File: src/rtl/hdmi_demo_pkg.sv
// -----------------------------------------------------------------------------
// hdmi_demo_pkg
// Shared constants for the 640x480 DVI/HDMI demo: default video timing and
// derived totals, the four DVI control tokens, the TMDS clock-lane symbol,
// the 10-bit symbol type, and small helpers used by the channel encoder.
// -----------------------------------------------------------------------------
package hdmi_demo_pkg;

   // Default 640x480@60 timing, in pixels / lines.
   localparam int H_ACTIVE_DEF = 640;
   localparam int H_FRONT_DEF  = 16;
   localparam int H_SYNC_DEF   = 96;
   localparam int H_BACK_DEF   = 48;
   localparam int V_ACTIVE_DEF = 480;
   localparam int V_FRONT_DEF  = 10;
   localparam int V_SYNC_DEF   = 2;
   localparam int V_BACK_DEF   = 33;

   localparam int H_TOTAL_DEF  = H_ACTIVE_DEF + H_FRONT_DEF + H_SYNC_DEF + H_BACK_DEF; // 800
   localparam int V_TOTAL_DEF  = V_ACTIVE_DEF + V_FRONT_DEF + V_SYNC_DEF + V_BACK_DEF; // 525
   localparam int HS_START_DEF = H_ACTIVE_DEF + H_FRONT_DEF;                           // 656
   localparam int HS_END_DEF   = HS_START_DEF + H_SYNC_DEF;                            // 752 (exclusive)
   localparam int VS_START_DEF = V_ACTIVE_DEF + V_FRONT_DEF;                           // 490
   localparam int VS_END_DEF   = VS_START_DEF + V_SYNC_DEF;                            // 492 (exclusive)

   localparam int HEARTBEAT_DIV_DEF = 16384;

   // Width of the pixel/line counters; holds any total up to 1023.
   localparam int CNT_W = 10;

   typedef logic [9:0] tmds_sym_t;

   // Control tokens indexed by {c1, c0}.
   localparam tmds_sym_t CTRL_00 = 10'b1101010100;
   localparam tmds_sym_t CTRL_01 = 10'b0010101011;
   localparam tmds_sym_t CTRL_10 = 10'b0101010100;
   localparam tmds_sym_t CTRL_11 = 10'b1010101011;

   // Clock lane: shifted LSB first, so high for bits 0-4 and low for 5-9.
   localparam tmds_sym_t CLK_SYMBOL = 10'b0000011111;

   function automatic logic [3:0] ones8(input logic [7:0] v);
      logic [3:0] n;
      n = 4'd0;
      for (int i = 0; i < 8; i++) n = n + {3'b000, v[i]};
      return n;
   endfunction

   // Transition-minimising stage: bit 8 = 1 means XOR chain, 0 means XNOR.
   function automatic logic [8:0] tmds_stage1(input logic [7:0] d);
      logic [3:0] n1;
      logic       use_xnor;
      logic [8:0] qm;
      n1       = ones8(d);
      use_xnor = (n1 > 4'd4) || ((n1 == 4'd4) && !d[0]);
      qm       = 9'd0;
      qm[0]    = d[0];
      for (int i = 1; i < 8; i++)
         qm[i] = use_xnor ? ~(qm[i-1] ^ d[i]) : (qm[i-1] ^ d[i]);
      qm[8]    = ~use_xnor;
      return qm;
   endfunction

   function automatic tmds_sym_t ctrl_token(input logic [1:0] c);
      tmds_sym_t t;
      case (c)
         2'b00:   t = CTRL_00;
         2'b01:   t = CTRL_01;
         2'b10:   t = CTRL_10;
         default: t = CTRL_11;
      endcase
      return t;
   endfunction

endpackage

File: src/rtl/hdmi_demo_if.sv
// -----------------------------------------------------------------------------
// hdmi_demo_if
// Differential TMDS output bundle: three data lanes plus the clock lane.
//   tmds_p[2:0]   serialized data, [0]=blue/sync, [1]=green, [2]=red
//   tmds_n[2:0]   complement of tmds_p
//   tmds_clock_p  pixel-rate clock lane
//   tmds_clock_n  complement of tmds_clock_p
// There is no valid/ready handshake on this bundle: the source drives one
// bit per bit-clock continuously and the sink cannot apply backpressure.
// -----------------------------------------------------------------------------
interface hdmi_demo_if;
   logic [2:0] tmds_p;
   logic [2:0] tmds_n;
   logic       tmds_clock_p;
   logic       tmds_clock_n;

   modport master (output tmds_p, tmds_n, tmds_clock_p, tmds_clock_n);
   modport slave  (input  tmds_p, tmds_n, tmds_clock_p, tmds_clock_n);
endinterface

File: src/rtl/hdmi_demo_tmds_channel_encoder.sv
// -----------------------------------------------------------------------------
// tmds_channel_encoder
// DVI 8b/10b TMDS encoder for one lane, registered on en (pixel enable).
//   clk, rst_n  bit clock, asynchronous active-low reset
//   en          pixel enable; q and running disparity update only when set
//   de          1 = encode video data d, 0 = send control token for c
//   d[7:0]      pixel component
//   c[1:0]      control bits {c1, c0}
//   q[9:0]      encoded symbol, transmitted LSB first
// -----------------------------------------------------------------------------
module tmds_channel_encoder
   import hdmi_demo_pkg::*;
(
   input  logic       clk,
   input  logic       rst_n,
   input  logic       en,
   input  logic       de,
   input  logic [7:0] d,
   input  logic [1:0] c,
   output tmds_sym_t  q
);

   logic [8:0]        q_m;
   logic [3:0]        n1_q;
   logic signed [5:0] bal;      // ones minus zeros of q_m[7:0], -8..8
   logic signed [5:0] cnt;      // running disparity of the emitted stream
   logic signed [5:0] cnt_nxt;
   tmds_sym_t         q_nxt;

   always_comb begin
      q_m     = tmds_stage1(d);
      n1_q    = ones8(q_m[7:0]);
      bal     = $signed({1'b0, n1_q, 1'b0}) - 6'sd8;
      q_nxt   = '0;
      cnt_nxt = cnt;
      if (!de) begin
         q_nxt   = ctrl_token(c);
         cnt_nxt = 6'sd0;
      end else if ((cnt == 6'sd0) || (bal == 6'sd0)) begin
         // Bits 9 and 8 are complementary, so only the data byte moves cnt.
         q_nxt   = {~q_m[8], q_m[8], (q_m[8] ? q_m[7:0] : ~q_m[7:0])};
         cnt_nxt = q_m[8] ? (cnt + bal) : (cnt - bal);
      end else if (((cnt > 6'sd0) && (bal > 6'sd0)) || ((cnt < 6'sd0) && (bal < 6'sd0))) begin
         // Same sign as the running disparity: invert to pull it back.
         q_nxt   = {1'b1, q_m[8], ~q_m[7:0]};
         cnt_nxt = cnt + (q_m[8] ? 6'sd2 : 6'sd0) - bal;
      end else begin
         q_nxt   = {1'b0, q_m[8], q_m[7:0]};
         cnt_nxt = cnt - (q_m[8] ? 6'sd0 : 6'sd2) + bal;
      end
   end

   always_ff @(posedge clk or negedge rst_n) begin
      if (!rst_n) begin
         q   <= '0;
         cnt <= 6'sd0;
      end else if (en) begin
         q   <= q_nxt;
         cnt <= cnt_nxt;
      end
   end

endmodule

File: src/rtl/hdmi_demo_top.sv
// -----------------------------------------------------------------------------
// hdmi_demo_top
// 640x480 DVI/HDMI test-pattern source for the MAX10 board. CLK_50MHZ is the
// TMDS bit clock; pixels advance every 10 clocks.
//   CLK_50MHZ         bit clock, all state on its rising edge
//   RST               asynchronous active-low reset
//   CLK_32KHZ         slow reference, sampled as data for the heartbeat
//   CLK_50MHZ_ENABLE  oscillator enable, constant 1
//   CLK_32KHZ_ENABLE  oscillator enable, constant 1
//   LED[7:0]          [6:0] frame counter, [7] heartbeat
//   tmds              TMDS lane bundle (see hdmi_demo_if)
// Pipeline: counters -> stage 1 (sync/de/RGB) -> stage 2 (encoders) ->
// serializers, which load one clock after the pixel enable so a counter value
// reaches the pins 2 pixel periods + 1 clock later.
// -----------------------------------------------------------------------------
module hdmi_demo_top
   import hdmi_demo_pkg::*;
#(
   parameter int H_ACTIVE      = H_ACTIVE_DEF,
   parameter int H_FRONT       = H_FRONT_DEF,
   parameter int H_SYNC        = H_SYNC_DEF,
   parameter int H_BACK        = H_BACK_DEF,
   parameter int V_ACTIVE      = V_ACTIVE_DEF,
   parameter int V_FRONT       = V_FRONT_DEF,
   parameter int V_SYNC        = V_SYNC_DEF,
   parameter int V_BACK        = V_BACK_DEF,
   parameter int HEARTBEAT_DIV = HEARTBEAT_DIV_DEF
)(
   input  logic        CLK_50MHZ,
   input  logic        RST,
   input  logic        CLK_32KHZ,
   output logic        CLK_50MHZ_ENABLE,
   output logic        CLK_32KHZ_ENABLE,
   output logic [7:0]  LED,
   hdmi_demo_if.master tmds
);

   localparam logic [CNT_W-1:0] H_ACT  = CNT_W'(H_ACTIVE);
   localparam logic [CNT_W-1:0] V_ACT  = CNT_W'(V_ACTIVE);
   localparam logic [CNT_W-1:0] H_LAST = CNT_W'(H_ACTIVE + H_FRONT + H_SYNC + H_BACK - 1);
   localparam logic [CNT_W-1:0] V_LAST = CNT_W'(V_ACTIVE + V_FRONT + V_SYNC + V_BACK - 1);
   localparam logic [CNT_W-1:0] HS_BEG = CNT_W'(H_ACTIVE + H_FRONT);
   localparam logic [CNT_W-1:0] HS_END = CNT_W'(H_ACTIVE + H_FRONT + H_SYNC);
   localparam logic [CNT_W-1:0] VS_BEG = CNT_W'(V_ACTIVE + V_FRONT);
   localparam logic [CNT_W-1:0] VS_END = CNT_W'(V_ACTIVE + V_FRONT + V_SYNC);
   localparam int               HB_W   = $clog2(HEARTBEAT_DIV + 1);
   localparam logic [HB_W-1:0]  HB_LAST = HB_W'(HEARTBEAT_DIV - 1);

   logic [3:0]       bit_cnt;
   logic             pix_en;
   logic             load;
   logic [CNT_W-1:0] cx, cy;
   logic [7:0]       frame_cnt;
   logic             unused_frame_msb;

   logic             de_raw, hs_raw, vs_raw;
   logic             s1_de, s1_hs, s1_vs;
   logic [7:0]       s1_r, s1_g, s1_b;

   tmds_sym_t        sym [3];
   tmds_sym_t        sh  [3];
   tmds_sym_t        clk_sh;

   logic [2:0]       s32;      // [1:0] synchronizer, [2] edge-detect history
   logic             hb_rise;
   logic [HB_W-1:0]  hb_cnt;
   logic             hb_led;

   assign CLK_50MHZ_ENABLE = 1'b1;
   assign CLK_32KHZ_ENABLE = 1'b1;

   assign pix_en = (bit_cnt == 4'd9);
   assign load   = (bit_cnt == 4'd0);

   always_ff @(posedge CLK_50MHZ or negedge RST) begin
      if (!RST) begin
         bit_cnt   <= 4'd0;
         cx        <= '0;
         cy        <= '0;
         frame_cnt <= 8'd0;
      end else begin
         bit_cnt <= pix_en ? 4'd0 : (bit_cnt + 4'd1);
         if (pix_en) begin
            if (cx == H_LAST) begin
               cx <= '0;
               if (cy == V_LAST) begin
                  cy        <= '0;
                  frame_cnt <= frame_cnt + 8'd1;
               end else begin
                  cy <= cy + CNT_W'(1);
               end
            end else begin
               cx <= cx + CNT_W'(1);
            end
         end
      end
   end

   assign de_raw = (cx < H_ACT) && (cy < V_ACT);
   assign hs_raw = !((cx >= HS_BEG) && (cx < HS_END));
   assign vs_raw = !((cy >= VS_BEG) && (cy < VS_END));

   // Stage 1 resets to an idle blanking state (syncs deasserted).
   always_ff @(posedge CLK_50MHZ or negedge RST) begin
      if (!RST) begin
         s1_de <= 1'b0;
         s1_hs <= 1'b1;
         s1_vs <= 1'b1;
         s1_r  <= 8'd0;
         s1_g  <= 8'd0;
         s1_b  <= 8'd0;
      end else if (pix_en) begin
         s1_de <= de_raw;
         s1_hs <= hs_raw;
         s1_vs <= vs_raw;
         s1_r  <= cx[7:0];
         s1_g  <= cy[7:0];
         s1_b  <= cx[7:0] ^ cy[7:0];
      end
   end

   tmds_channel_encoder u_enc_b (
      .clk(CLK_50MHZ), .rst_n(RST), .en(pix_en), .de(s1_de),
      .d(s1_b), .c({s1_vs, s1_hs}), .q(sym[0])
   );
   tmds_channel_encoder u_enc_g (
      .clk(CLK_50MHZ), .rst_n(RST), .en(pix_en), .de(s1_de),
      .d(s1_g), .c(2'b00), .q(sym[1])
   );
   tmds_channel_encoder u_enc_r (
      .clk(CLK_50MHZ), .rst_n(RST), .en(pix_en), .de(s1_de),
      .d(s1_r), .c(2'b00), .q(sym[2])
   );

   always_ff @(posedge CLK_50MHZ or negedge RST) begin
      if (!RST) begin
         for (int i = 0; i < 3; i++) sh[i] <= '0;
         clk_sh <= '0;
      end else if (load) begin
         for (int i = 0; i < 3; i++) sh[i] <= sym[i];
         clk_sh <= CLK_SYMBOL;
      end else begin
         for (int i = 0; i < 3; i++) sh[i] <= {1'b0, sh[i][9:1]};
         clk_sh <= {1'b0, clk_sh[9:1]};
      end
   end

   assign tmds.tmds_p       = {sh[2][0], sh[1][0], sh[0][0]};
   assign tmds.tmds_n       = ~{sh[2][0], sh[1][0], sh[0][0]};
   assign tmds.tmds_clock_p = clk_sh[0];
   assign tmds.tmds_clock_n = ~clk_sh[0];

   assign hb_rise = s32[1] & ~s32[2];

   always_ff @(posedge CLK_50MHZ or negedge RST) begin
      if (!RST) begin
         s32    <= 3'b000;
         hb_cnt <= '0;
         hb_led <= 1'b0;
      end else begin
         s32 <= {s32[1:0], CLK_32KHZ};
         if (hb_rise) begin
            if (hb_cnt == HB_LAST) begin
               hb_cnt <= '0;
               hb_led <= ~hb_led;
            end else begin
               hb_cnt <= hb_cnt + HB_W'(1);
            end
         end
      end
   end

   assign unused_frame_msb = frame_cnt[7];
   assign LED = {hb_led, frame_cnt[6:0]};

endmodule

File: src/flat_wrapper.sv
// flat-port wrapper written by rule: the top's interface ports become plain ports
module hdmi_demo_top_flat import hdmi_demo_pkg::*;
#(
   parameter int H_ACTIVE      = H_ACTIVE_DEF,
   parameter int H_FRONT       = H_FRONT_DEF,
   parameter int H_SYNC        = H_SYNC_DEF,
   parameter int H_BACK        = H_BACK_DEF,
   parameter int V_ACTIVE      = V_ACTIVE_DEF,
   parameter int V_FRONT       = V_FRONT_DEF,
   parameter int V_SYNC        = V_SYNC_DEF,
   parameter int V_BACK        = V_BACK_DEF,
   parameter int HEARTBEAT_DIV = HEARTBEAT_DIV_DEF
)
  (CLK_50MHZ, RST, CLK_32KHZ, CLK_50MHZ_ENABLE, CLK_32KHZ_ENABLE, LED, tmds_tmds_p, tmds_tmds_n, tmds_tmds_clock_p, tmds_tmds_clock_n);
  hdmi_demo_if tmds_i ();
  input  logic CLK_50MHZ;
  input  logic RST;
  input  logic CLK_32KHZ;
  output logic CLK_50MHZ_ENABLE;
  output logic CLK_32KHZ_ENABLE;
  output logic [7:0] LED;
  output wire logic [$bits(tmds_i.tmds_p)-1:0] tmds_tmds_p;
  output wire logic [$bits(tmds_i.tmds_n)-1:0] tmds_tmds_n;
  output wire logic [$bits(tmds_i.tmds_clock_p)-1:0] tmds_tmds_clock_p;
  output wire logic [$bits(tmds_i.tmds_clock_n)-1:0] tmds_tmds_clock_n;
  assign tmds_tmds_p = tmds_i.tmds_p;
  assign tmds_tmds_n = tmds_i.tmds_n;
  assign tmds_tmds_clock_p = tmds_i.tmds_clock_p;
  assign tmds_tmds_clock_n = tmds_i.tmds_clock_n;
  hdmi_demo_top #(.H_ACTIVE(H_ACTIVE), .H_FRONT(H_FRONT), .H_SYNC(H_SYNC), .H_BACK(H_BACK), .V_ACTIVE(V_ACTIVE), .V_FRONT(V_FRONT), .V_SYNC(V_SYNC), .V_BACK(V_BACK), .HEARTBEAT_DIV(HEARTBEAT_DIV)) u_core (.CLK_50MHZ(CLK_50MHZ), .RST(RST), .CLK_32KHZ(CLK_32KHZ), .CLK_50MHZ_ENABLE(CLK_50MHZ_ENABLE), .CLK_32KHZ_ENABLE(CLK_32KHZ_ENABLE), .LED(LED), .tmds(tmds_i));
endmodule
File: config.mk
export PLATFORM = sky130hd
export DESIGN_NAME = hdmi_demo_top_flat
export DESIGN_NICKNAME = d
export VERILOG_FILES = /design/src/rtl/hdmi_demo_pkg.sv /design/src/rtl/hdmi_demo_if.sv /design/src/rtl/hdmi_demo_tmds_channel_encoder.sv /design/src/rtl/hdmi_demo_top.sv /design/src/flat_wrapper.sv
export SDC_FILE = /design/constraint.sdc
export NUM_CORES = 1
export LEC_CHECK = 0
export CAP_MARGIN = 20
export CORE_ASPECT_RATIO = 1.1
export CORE_MARGIN = 3
export CORE_UTILIZATION = 40
export DETAILED_ROUTE_END_ITERATION = 8
export PLACE_DENSITY = 0.67
export SYNTH_ARGS = -nofsm -noshare
export SYNTH_HDL_FRONTEND = slang
export SYNTH_SLANG_ARGS = --single-unit
File: constraint.sdc
create_clock -name CLK_50MHZ -period 7.6 [get_ports CLK_50MHZ]
set_input_delay 1.52 -clock CLK_50MHZ [delete_from_list [all_inputs] [get_ports CLK_50MHZ]]
set_output_delay 1.52 -clock CLK_50MHZ [all_outputs]
set_load 0.05 [all_outputs]
==> reports/metrics.yaml <==
status: "finished clean"
worst_path_most_repeated_cell: "fa_1"
vias: 7050
end_kind: "flip-flop"
cts_max_level: 4
finalWirelength_mm: 19.96
via_per_inst: 4.872
final_common_cell: "dfrtp_1"
drive_above_1_share_pct: 16.71
yosys.area.top_type: "dfrtp_1"
fp.dieArea_um2: 28750
p_leak_nw: 5.891
n_fill_cell: 2468
clockRootBuffer: "clkbuf_16"
p_switching_uw: 401.3
pre_cts_slack_ns: -0.1236
p_per_area_nw_per_um2: 144.6
avgSynthCellArea_um2: 10.15
pin_count: 21
slowest_delay_ns: 0.54
numCtsBuffers: 17
hold_violations: 0
layout_common_cells: "dfrtp_1 (155), inv_1 (100), ha_1 (91)"
antenna_found_initial: 0
numPortBuffers: 18
fin_util_pct: 46.67
cts_buffer_depth: 2
period_minus_slack_ns: 7.523
layout.nets: 1221
design.core.area_um2: 26220
swShare_pct: 22.68
worstPathRequired_ns: 7.91
syn_to_final_growth_pct: 14.37
synth_top_cell_area_share_pct: 36.25
timing.final.crit_share_pct: 98.98
whs_ns: 0.3564
drcViolationCount: 0
grt_pass1_wl_mm: 34.60
fin_area_um2: 12240
grt_overflow_total: 0
multi_input_area_um2: 6377
dpl_cell_area_um2: 11350
arrival_ns: 7.83
grt_start_max_net_pins: 80
max_freq_mhz: 132.9
path_max_fanout: 5
gr-usage-all-layers_pct: 14.54
pwr-share-clk_pct: 49.3
tightest_slew_ns: 0.9820
gp_congestion: 0.8109
wl_met2_mm: 10.29
cts_tree: "yes"
place_hpwl_mm: 14.05
rsz0062_at_grt: "yes"
clock_latency_ns: 0.42
synthDistinctLibCells: 69
vdd_drop_max_mv: 0.1382
num_rows: 62
fin_setup_tns_ns: 0
total_power_mw: 1.769
clock-sinks: 157
worstSetupPathType: "flip-flop to flip-flop"
synth-main-ff-cell: "dfrtp_1"
wl_per_cell_um: 13.79
p_comb_share_pct: 2.2
die_h_um: 177.5
p_int_mw: 1.368
critPathSlowestCell: "fa_1"
dr.first_iter.drc_count: 347
seq_area_um2: 3931
die_x_um: 161.9
postSynthCellCount: 1054
seqPwrFrac_pct: 48.5
slew_headroom_pct: 34.03
synth_warnings: 0
start_util_pct: 40.80
routed-wl-met3_um: 397
drt_pass1_iterations: 4
async_flop_share_pct: 100.0
ys_ff_latch: 157
drt-met1-wl_mm: 9.082
cap_violations: 0
maxSlewViolCount: 0
hp-class: "flip-flop to flip-flop"
synth-seq-area-share_pct: 36.74
syn_area_um2: 10700
fin_ws_ns: 0.07739
finalNonFillerCells: 1447
clkTransAtPathRegs_ns: 0.06
antenna_cells: 0
topRoutingLayerUsed: "met4"
grt_pass1_vias: 7242
postRouteAntennaNets: 0
setup_violations: 0
dp_cells: 1405
synth_edf_count: 0
cts_hold_buf: 0
cp-start-kind: "flip-flop"
synthTopCellsByArea: "dfrtp_1 (36%), ha_1 (12%), xnor2_1 (7.1%), fa_1 (6.7%), inv_1 (4.0%)"
finClkSkew_ns: 0.009541
-- worst max-delay path: cells and delay by family, from the launching register on --
kind	cells	cell delay, ns
multiplexers	1	0.21
AND/OR/NAND/NOR	2	0.48
adder cells (fa/ha/maj)	12	4.56
flip-flops	1	0.34
AO/OA/AOI/OAI	4	0.81
XOR/XNOR	5	0.75
buffers and inverters	4	0.25
-- registers in the layout (all words and copies together) (netlist names), 7 cells and up --
register,cells
u_core.u_enc_r.q,10
u_core.s1_b,8
u_core.u_enc_g.q,10
u_core.s1_r,8
u_core.hb_cnt,15
u_core.cx,10
u_core.s1_g,8
u_core.cy,10
u_core.frame_cnt,7
u_core.sh,27
u_core.u_enc_b.q,10
-- Yosys cell counts (5+ instances only) --
cell type	instances
a21oi_1	52
buf_4	7
xnor2_2	5
nand2_1	89
nor2_1	70
clkbuf_1	26
nor3_1	7
xor2_1	46
nand4_1	12
nand3_1	17
o22ai_1	13
inv_1	113
ha_1	100
a21o_1	22
o21ai_0	47
fa_1	36
dfrtp_1	155
mux2_2	31
mux2i_1	11
or2_2	5
and2_1	6
nor2b_1	5
o211ai_1	10
xnor2_1	87
-- metal layers --
| layer | vias up | global-route usage, % |
|---|---|---|
| met1 | 3426 | 18.28 |
| met3 | 17 | 2.474 |
| met4 | 0 | 3.662 |
| met5 | - | 0 |
| li1 | 3544 | - |
| met2 | 63 | 26.00 |
-- final cells by class --
cell class                 instances  share of cell area [%]
tap                              352                   3.599
sequential                       157                   32.13
clock buffer                      19                   3.701
timing repair buffer              51                   3.701
inverter                         114                   3.517
multi-input combinational        741                   52.12
clock inverter                    13                   1.237
-- what timing repair did --
action / 4_1_cts / 5_1_grt
gates resized for setup: 18 / 34
hold endpoints to repair: 0 / 0
endpoints found under the setup margin: 4 / 15
pin swaps: 14 / 19
buffers inserted: 4 / 5
-- power groups by stage --
stage / logic, mW / registers, mW / clock network, mW
after floorplan: 0.0183 / 0.872 / 0
after global placement: 0.0372 / 0.874 / 0
after detailed placement: 0.0388 / 0.874 / 0
after CTS: 0.0395 / 0.859 / 0.896
after global routing: 0.0457 / 0.859 / 0.926
final: 0.0385 / 0.859 / 0.872
-- kinds of logic (layout without fill, tap and decap cells) --
kind of cell / count (synthesis) / after routing / share of synthesized area, %
simple gates: 240 / 240 / 10.43
compound gates: 173 / 173 / 10.27
flops: 157 / 157 / 36.74
buf+inv: 157 / 197 / 6.023
xor+xnor: 145 / 145 / 13.31
fa+ha+maj: 136 / 136 / 18.43
mux: 45 / 45 / 4.760
other cells: 1 / 2 / 0.03505
-- path summary, 6_finish.rpt --
| path | start | endpoint | slack [ns] | cells after the start |
|---|---|---|---|---|
| min in group asynchronous | RST | u_core.tmds.tmds_p[2]$_DFF_PN0_ | 1.14 | 1 |
| worst min register to register | u_core.s32[0]$_DFF_PN0_ | u_core.s32[1]$_DFF_PN0_ | 0.36 | 0 |
| max in group asynchronous | RST | u_core.hb_cnt[12]$_DFFE_PN0P_ | 5.25 | 3 |
| worst min-delay path | u_core.s32[0]$_DFF_PN0_ | u_core.s32[1]$_DFF_PN0_ | 0.36 | 0 |
| worst max register to register | u_core.s1_b[3]$_DFFE_PN0N_ | u_core.u_enc_b.cnt[5]$_DFFE_PN0N_ | 0.08 | 28 |
| worst max-delay path | u_core.s1_b[3]$_DFFE_PN0N_ | u_core.u_enc_b.cnt[5]$_DFFE_PN0N_ | 0.08 | 28 |
Note: power is estimated with default switching activity, not from simulation.
